**src/rtl/decoder_pipe_if.sv**
```systemverilog
// Handshake bundle between a code producer, the decoder buffer and a word consumer.
// Producer drives x/mode/in_valid, consumer drives out_ready.
interface decoder_pipe_if #(
    parameter int WIDTH = 2
);
    localparam int N = 2 ** WIDTH;

    logic [WIDTH-1:0] x;
    logic [1:0]       mode;
    logic             in_valid;
    logic             in_ready;
    logic [N-1:0]     y;
    logic             out_valid;
    logic             out_ready;
    logic             err;
    logic [7:0]       count;

    modport master (
        output x, mode, in_valid, out_ready,
        input  in_ready, y, out_valid, err, count
    );

    modport slave (
        input  x, mode, in_valid, out_ready,
        output in_ready, y, out_valid, err, count
    );
endinterface

```
**src/rtl/decoder_pipe.sv**
```systemverilog
// Code decoder (one-hot / thermometer / inverted one-hot) feeding a small FIFO.
// Decode happens at acceptance; the FIFO head drives y one cycle later.
module decoder_pipe #(
    parameter int WIDTH = 2,
    parameter int DEPTH = 2
) (
    input  logic         clk,
    input  logic         rst_n,
    decoder_pipe_if.slave bus
);
    localparam int N  = 2 ** WIDTH;
    localparam int AW = $clog2(DEPTH);
    localparam int OW = AW + 1;

    logic [N-1:0]  mem_q [DEPTH];
    logic [AW-1:0] wr_ptr_q, wr_ptr_d;
    logic [AW-1:0] rd_ptr_q, rd_ptr_d;
    logic [OW-1:0] occ_q, occ_d;
    logic [7:0]    count_q, count_d;
    logic          err_q, err_d;
    logic          acc, rem, in_ready, out_valid;
    logic [N-1:0]  dec_word;

    function automatic logic [N-1:0] decode(input logic [WIDTH-1:0] code,
                                            input logic [1:0]       md);
        logic [N-1:0] oh;
        logic [N-1:0] th;
        oh = '0;
        th = '0;
        oh[code] = 1'b1;
        for (int i = 0; i < N; i++) begin
            th[i] = (i <= int'(code));
        end
        case (md)
            2'b01:   decode = th;
            2'b10:   decode = ~oh;
            default: decode = oh;  // reserved mode decodes as one-hot
        endcase
    endfunction

    // in_ready depends only on registered occupancy, never on out_ready
    assign in_ready  = (occ_q < OW'(DEPTH));
    assign out_valid = (occ_q != '0);
    assign acc       = bus.in_valid && in_ready;
    assign rem       = out_valid && bus.out_ready;
    assign dec_word  = decode(bus.x, bus.mode);

    always_comb begin
        wr_ptr_d = wr_ptr_q;
        rd_ptr_d = rd_ptr_q;
        occ_d    = occ_q;
        count_d  = count_q;
        err_d    = err_q;
        if (acc) begin
            wr_ptr_d = wr_ptr_q + AW'(1);
            count_d  = count_q + 8'd1;
            if (bus.mode == 2'b11) err_d = 1'b1;
        end
        if (rem) rd_ptr_d = rd_ptr_q + AW'(1);
        case ({acc, rem})
            2'b10:   occ_d = occ_q + OW'(1);
            2'b01:   occ_d = occ_q - OW'(1);
            default: occ_d = occ_q;
        endcase
    end

    always_ff @(posedge clk or negedge rst_n) begin
        if (!rst_n) begin
            wr_ptr_q <= '0;
            rd_ptr_q <= '0;
            occ_q    <= '0;
            count_q  <= '0;
            err_q    <= 1'b0;
        end else begin
            wr_ptr_q <= wr_ptr_d;
            rd_ptr_q <= rd_ptr_d;
            occ_q    <= occ_d;
            count_q  <= count_d;
            err_q    <= err_d;
        end
    end

    // Storage needs no reset: stale entries are unreachable once occupancy is cleared
    always_ff @(posedge clk) begin
        if (acc) mem_q[wr_ptr_q] <= dec_word;
    end

    assign bus.in_ready  = in_ready;
    assign bus.out_valid = out_valid;
    assign bus.y         = out_valid ? mem_q[rd_ptr_q] : '0;
    assign bus.err       = err_q;
    assign bus.count     = count_q;
endmodule

```
**src/flat_wrapper.sv**
```systemverilog
// flat-port wrapper written by rule: the top's interface ports become plain ports
module decoder_pipe_flat 
#(
    parameter int WIDTH = 2,
    parameter int DEPTH = 2
)
  (clk, rst_n, bus_x, bus_mode, bus_in_valid, bus_out_ready, bus_in_ready, bus_y, bus_out_valid, bus_err, bus_count);
  decoder_pipe_if #(.WIDTH(WIDTH)) bus_i ();
  input  logic clk;
  input  logic rst_n;
  input wire logic [$bits(bus_i.x)-1:0] bus_x;
  input wire logic [$bits(bus_i.mode)-1:0] bus_mode;
  input wire logic [$bits(bus_i.in_valid)-1:0] bus_in_valid;
  input wire logic [$bits(bus_i.out_ready)-1:0] bus_out_ready;
  output wire logic [$bits(bus_i.in_ready)-1:0] bus_in_ready;
  output wire logic [$bits(bus_i.y)-1:0] bus_y;
  output wire logic [$bits(bus_i.out_valid)-1:0] bus_out_valid;
  output wire logic [$bits(bus_i.err)-1:0] bus_err;
  output wire logic [$bits(bus_i.count)-1:0] bus_count;
  assign bus_i.x = bus_x;
  assign bus_i.mode = bus_mode;
  assign bus_i.in_valid = bus_in_valid;
  assign bus_i.out_ready = bus_out_ready;
  assign bus_in_ready = bus_i.in_ready;
  assign bus_y = bus_i.y;
  assign bus_out_valid = bus_i.out_valid;
  assign bus_err = bus_i.err;
  assign bus_count = bus_i.count;
  decoder_pipe #(.WIDTH(WIDTH), .DEPTH(DEPTH)) u_core (.clk(clk), .rst_n(rst_n), .bus(bus_i));
endmodule
```
**config.mk**
```make
export PLATFORM = sky130hd
export DESIGN_NAME = decoder_pipe_flat
export DESIGN_NICKNAME = d
export VERILOG_FILES = /design/src/rtl/decoder_pipe_if.sv /design/src/rtl/decoder_pipe.sv /design/src/flat_wrapper.sv
export SDC_FILE = /design/constraint.sdc
export NUM_CORES = 1
export LEC_CHECK = 0
export CAP_MARGIN = 10
export CORE_MARGIN = 2
export CORE_UTILIZATION = 48
export CTS_CLUSTER_SIZE = 30
export DETAILED_ROUTE_END_ITERATION = 8
export PLACE_DENSITY = 0.82
export SETUP_SLACK_MARGIN = 0.02
export SKIP_CTS_REPAIR_TIMING = 1
export SYNTH_ARGS = -nofsm -noshare
export SYNTH_HDL_FRONTEND = slang
export SYNTH_SLANG_ARGS = --single-unit
```
**constraint.sdc**
```tcl
create_clock -name clk -period 1.75 [get_ports clk]
set_input_delay 0.2625 -clock clk [delete_from_list [all_inputs] [get_ports clk]]
set_output_delay 0.2625 -clock clk [all_outputs]
set_load 0.005 [all_outputs]
```
## Word-level counts from Yosys, hierarchy flattened

Memories as Yosys holds them, arrays and structs flattened.
Cells that the tools add are included.

| word-level totals | value |
|---|---|
| flip-flop bits (word level) | 13 |
| memory bits (writable) | 8 |
| input port bits | 8 |
| output and inout bits | 15 |
| word-level logic and storage cells | 36 |
| memories kept | 1 |

Memory list:

| name | depth | width | rd ports | clocked after memory_dff | wr ports | line | RTL |
|---|---|---|---|---|---|---|---|
| u_core.mem_q | 2 | 4 | 1 | 0 | 1 | decoder_pipe.sv:15 | `logic [N-1:0] mem_q [DEPTH];` |

| cells by class | value |
|---|---|
| $add $sub $neg | 5 |
| order comparisons | 6 |
| eq/ne operators | 5 |
| muxes and demuxes | 7 |
| bitwise logic cells | 1 |
| reductions and logical operators | 6 |

Operators by type and width:

| kind | count |
|---|---|
| 8-bit by 1-bit adder with 8-bit output (second input constant) | 1 |
| 4-bit one-hot mux with 2 select lines | 1 |
| 2-bit equality test (second input constant) | 3 |
| 2-bit by 1-bit equality test with 1-bit output (second input constant) | 2 |
| 2-bit less-or-equal comparator (first input constant) | 2 |
| 4-bit two-way mux | 1 |
| 4-bit inverter | 1 |
| 2-bit one-hot mux with 2 select lines | 1 |
| 2-bit nonzero test | 2 |
| 1-bit logical AND | 3 |
| 2-bit by 3-bit < comparator with 1-bit output (second input constant) | 1 |
| 1-bit two-way mux | 3 |
| 1-bit adder (second input constant) | 2 |
| 2-bit by 1-bit adder with 2-bit output (second input constant) | 1 |
| 1-bit demux with 2-bit select | 1 |
| 2-bit by 1-bit greater-or-equal comparator with 1-bit output (second input constant) | 1 |
| 1-bit by 2-bit less-or-equal comparator with 1-bit output (first input constant) | 1 |
| 2-bit < comparator (second input constant) | 1 |
| 2-bit AND reduction | 1 |
| 2-bit by 1-bit subtractor with 2-bit output (second input constant) | 1 |

## Logic depth before layout (Yosys ltp)

Gate-level depths: netlist of the first run.

| depth | value |
|---|---|
| depth after elaboration | 6 |
| depth in mapped cells | 6 |

## Worst setup path after synthesis of the first run

No wires, ideal clock.

| timing path | value |
|---|---|
| path kind | register to register |
| start point | register u_core.occ_q[1] |
| end point | register u_core.occ_q[1] |
| setup time | 0.080 ns |
| data arrival time | 1.336 ns |
| setup slack | 0.334 ns |
| stages on the path, launching flop included | 6 |
| clock period less this slack | 1.416 ns |
| cells stage by stage | dfrtp_1 nor2_1 nor2b_1 ha_1 nor2_1 xnor2_1 |

| on the way | value |
|---|---|
| longest elaborated chain between the ends | 4 |
| elaborated cells between the ends (all ways) | 10 |
| those cells by class | add/sub (2); order compare (1); eq/ne (2); mux (1); reduce/logical (4) |

Ends and longest elaborated chain:

| what | line | RTL |
|---|---|---|
| start, declared | decoder_pipe.sv:18 | `logic [OW-1:0] occ_q, occ_d;` |
| start signal, assigned | decoder_pipe.sv:71 | `occ_q <= '0;` |
| start signal, assigned | decoder_pipe.sv:77 | `occ_q <= occ_d;` |
| 2-bit nonzero test (*) | decoder_pipe.sv:43 | `assign out_valid = (occ_q != '0);` |
| 1-bit logical AND (*) | decoder_pipe.sv:45 | `assign rem = out_valid && bus.out_ready;` |
| via u_core.rem | decoder_pipe.sv:21 | `logic acc, rem, in_ready, out_valid;` |
| 2-bit by 1-bit equality test with 1-bit output or 2-bit equality test (tied branches) | decoder_pipe.sv:60 | `case ({acc, rem})` |
| 2-bit one-hot mux with 2 select lines or 2-bit nonzero test (tied branches) | n/a |  |

Mark *: on every way through the listed nets, which the timed path passes. The rest lies on a longest branch.
A chain may end at the register's enable or synchronous reset.

## Worst setup path in the final report of the first run

| timing path | value |
|---|---|
| start point | register u_core.occ_q[1] |
| end point | output port bus_out_valid |

| on the way | value |
|---|---|
| longest elaborated chain between the ends | 1 |

Ends and longest elaborated chain:

| what | line | RTL |
|---|---|---|
| 2-bit nonzero test | decoder_pipe.sv:43 |  |
| end, declared | flat_wrapper.sv:17 | `output wire logic [$bits(bus_i.out_valid)-1:0] bus_out_valid;` |

Every way passes these cells.

==> results by group, run 1 <==
Finish
  – Layout overhead on the synthesized area: 36.8%
  – Commonest cells after routing, fill and taps aside: clkdlybuf4s50_1, buf_4, dfrtp_1
  – Fill cells: ~150
  – Leading cell type in the layout, fill and taps excluded: clkdlybuf4s50_1
  – Layout cells sized above 1: between 20% and 30%
  – Nets: 139
  – ANT cells: 0

Worst setup path
  – Setup Crit Path Kind: register to primary output
  – R2r setup slk: about 0.22 ns
  – Crit Path Max Fanout: 6
  – Worst path max stage delay: about 0.45 ns
  – Worst path slowest cell: dfrtp_2
  – Critical path cell sequence: nor2_4 -> inv_1 -> clkdlybuf4s50_1
  – Number of buffers and inverters on the critical path: 2
  – Crit end category: primary output
  – Crit start category: register
  – CP delay by family, top: buffers and inverters
  – Worst endpoint required time: 1.49 ns
  – CP arrival: around 1.4 ns

Placement
  – IO buf count: 22
  – Gpl congestion: about 0.76
  – Pre-CTS setup slack: -0.137 ns
  – Detailed placement HPWL: about 1.3 mm

Pwr
  – Power Internal: ~0.0014 W
  – Power share of the combinational group: ~47%
  – Switching Power: about 0.00064 W
  – Power density cells: approximately 1400 mW/mm2
  – Clock share of power: between 10 and 15%
  – IR Drop Worst-Case VDD: 0.00104 V
  – Seq pwr share: a little over two fifths
  – Switching share of power: 32.0%
  – Leak Pwr: 0.647 nW

Timing
  – Hold Vio Cnt, Final: 0
  – Endpoints failing setup: 0
  – Final worst-path cycle share: a little over nine tenths
  – RSZ-0062 raised after global routing: no
  – Setup Skew: 0.00761 ns
  – Max-slew violations: 0
  – Setup ws final: around 0.086 ns
  – Period minus WS final: 1.66 ns
  – Hold WS: ~0.33 ns
  – Slew headroom: about three fifths
  – Fmax: 601 MHz
  – Slew @ Worst Pin: 0.583 ns

Global route
  – Vias in the first global route: 695
  – GRT Total Usage: 15.3%
  – First-pass GRT wire length: 2.99 mm
  – Largest net degree at the start of global routing: 14
  – Grt ovf: 0
  – Number of antenna violations at the first check in global routing: 0

Synth
  – Synth async-reset ratio: roughly three fifths
  – Yosys warnings: 0
  – Post-Synthesis Cells: between 80 and 90
  – Synth unique cells: 28
  – Post-synthesis net count: between 100 and 150
  – Post-synth EDFFs: 8
  – Mean area per synthesized cell: between 10 and 15 um2
  – Primary FF master, synth: dfrtp_1
  – Sequential fraction of the synthesis area: between 50% and 60%
  – FF+latch count, synth: 21
  – Syn Std Cell Area: 0.00103 mm2

Routing
  – Starting DRC count in detailed routing: 12
  – Via-to-Cell Ratio: between 4 and 5
  – DRT Pass-1 Iters: 4
  – Routed WL per cell: around 11 um
  – DRC viols: 0
  – Vias: between 700 and 800
  – Drt total wl: roughly 1.7 mm
  – Post-route ant nets: 0

Clock tree
  – CTS root buf: clkbuf_4
  – Inserted Clock Buffers: 3
  – H-Tree Depth: 1
  – Clk_lat worst skew: approximately 0.29 ns
  – CTS tree: built
  – Clock sink count: 21
  – Clk buf depth: 2
  – Clk slew on worst S/H paths: ~0.11 ns

Flow run
  – Max_cap viols: 0

Min path
  – HP Class: primary input to asynchronous set/reset pin

Floorplan
  – Die Height: approximately 50 um
  – Die X: slightly above 50 um
  – Initial core utilization: between 50 and 60%
  – FP Rows: 16
  – Die area: ~0.0025 mm2
  – Ports: 23
  – Core Area: between 0.002 and 0.0025 mm2

Outcome
  – Status: finished, final reports clean
[final timing paths]
kind,start,end,cells after the start
worst max-delay path,u_core.occ_q[1]$_DFFE_PN0P_,bus_out_valid,3
worst min-delay path,rst_n,u_core.bus.count[4]$_DFFE_PN0P_,1
worst max register to register,u_core.occ_q[1]$_DFFE_PN0P_,u_core.bus.count[5]$_DFFE_PN0P_,5
worst min register to register,u_core.bus.err$_DFFE_PN0P_,u_core.bus.err$_DFFE_PN0P_,1
max in group asynchronous,rst_n,u_core.occ_q[1]$_DFFE_PN0P_,1
min in group clk,u_core.bus.err$_DFFE_PN0P_,u_core.bus.err$_DFFE_PN0P_,1
[routing by layer]
metal	vias up	global-route usage, %	share of wire [%]
met5	-	0	0
met4	0	7.66	1.5
met3	4	2.08	4.6
met2	24	23.2	46
met1	347	21.5	47
li1	371	-	-
[synth_stat cells, types with 2 or more instances]
master / count / area share [%]
dfrtp_1: 13 / 31
nor2_1: 9 / 3.3
edfxtp_1: 8 / 23
xnor2_1: 8 / 6.8
nand2_1: 7 / 2.5
ha_1: 5 / 6.1
inv_1: 5 / 1.8
mux2i_1: 5 / 4.8
nor2b_1: 4 / 2.4
xor2_1: 3 / 2.5
nand2b_1: 2 / 1.2
nand3b_1: 2 / 1.5
nor3_1: 2 / 0.97
o21ai_0: 2 / 0.97
[worst reg2reg max path, cell delays in order (launching register included)]
cell     delay, ns
dfrtp_2       0.45
buf_4         0.15
nor2b_4       0.11
inv_2         0.06
or4_4         0.52
xnor2_2       0.14
[state kept, by name, indices dropped and copies added (netlist names)]
signal	flops
u_core.bus.count	8
u_core.occ_q	2
u_core.bus.err	1
u_core.rd_ptr_q	1
u_core.mem_q	8
u_core.wr_ptr_q	1
[power by group through the flow]
stage | combinational (W) | clock (W) | sequential [W]
after global routing | 0.00103 | 0.000246 | 0.000873
after global placement | 0.000822 | 0 | 0.000853
final | 0.000931 | 0.000222 | 0.000850
after CTS | 0.000841 | 0.000229 | 0.000854
after detailed placement | 0.000835 | 0 | 0.000864
after floorplan | 0.000445 | 0 | 0.000822
[area by class of cell]
class	instances	area [um2]	share of cell area [%]
clock buffers	4	26.3	1.86
inverters	6	22.5	1.59
multi-input cells	61	449	31.8
flip-flops and latches	21	569	40.3
well taps	27	33.8	2.39
repair buffers	33	313	22.1
[per-stage QoR]
stage	util, %	TNS (ns)	cell area, um2	total power (W)	std cells
CTS	67.7	-0.629	1360	0.00192	147
floorplan	-	0	1030	0.00127	89
global route	70.6	0	1410	0.00215	152
global placement	66.4	-0.0933	1330	0.00168	143
finish	70.6	0	1410	0.00200	152
detailed placement	66.4	-0.336	1330	0.00170	143
[kinds of logic (layout without fill, tap and decap cells)]
| kind of cell | count (synthesis) | in the layout | share of synthesized area, % |
|---|---|---|---|
| muxes | 5 | 5 | 4.84 |
| and+or+nand+nor | 33 | 33 | 17.3 |
| xor gates and xnor gates | 12 | 12 | 10.9 |
| DFF | 21 | 21 | 54.7 |
| AOI/OAI and AO/OA | 6 | 6 | 3.63 |
| buffers and inverters | 7 | 43 | 2.54 |
| adders and majority gates | 5 | 5 | 6.05 |
Power figures use the tool's default switching activity.
==> inputs of run 2 (changes only) <==
Settings changed: CAP_MARGIN 10 to default, HOLD_SLACK_MARGIN from default to 0.1.
==> results of run 2 <==
Same layout as run 1: the final DEF is identical, and so are final timing and power.
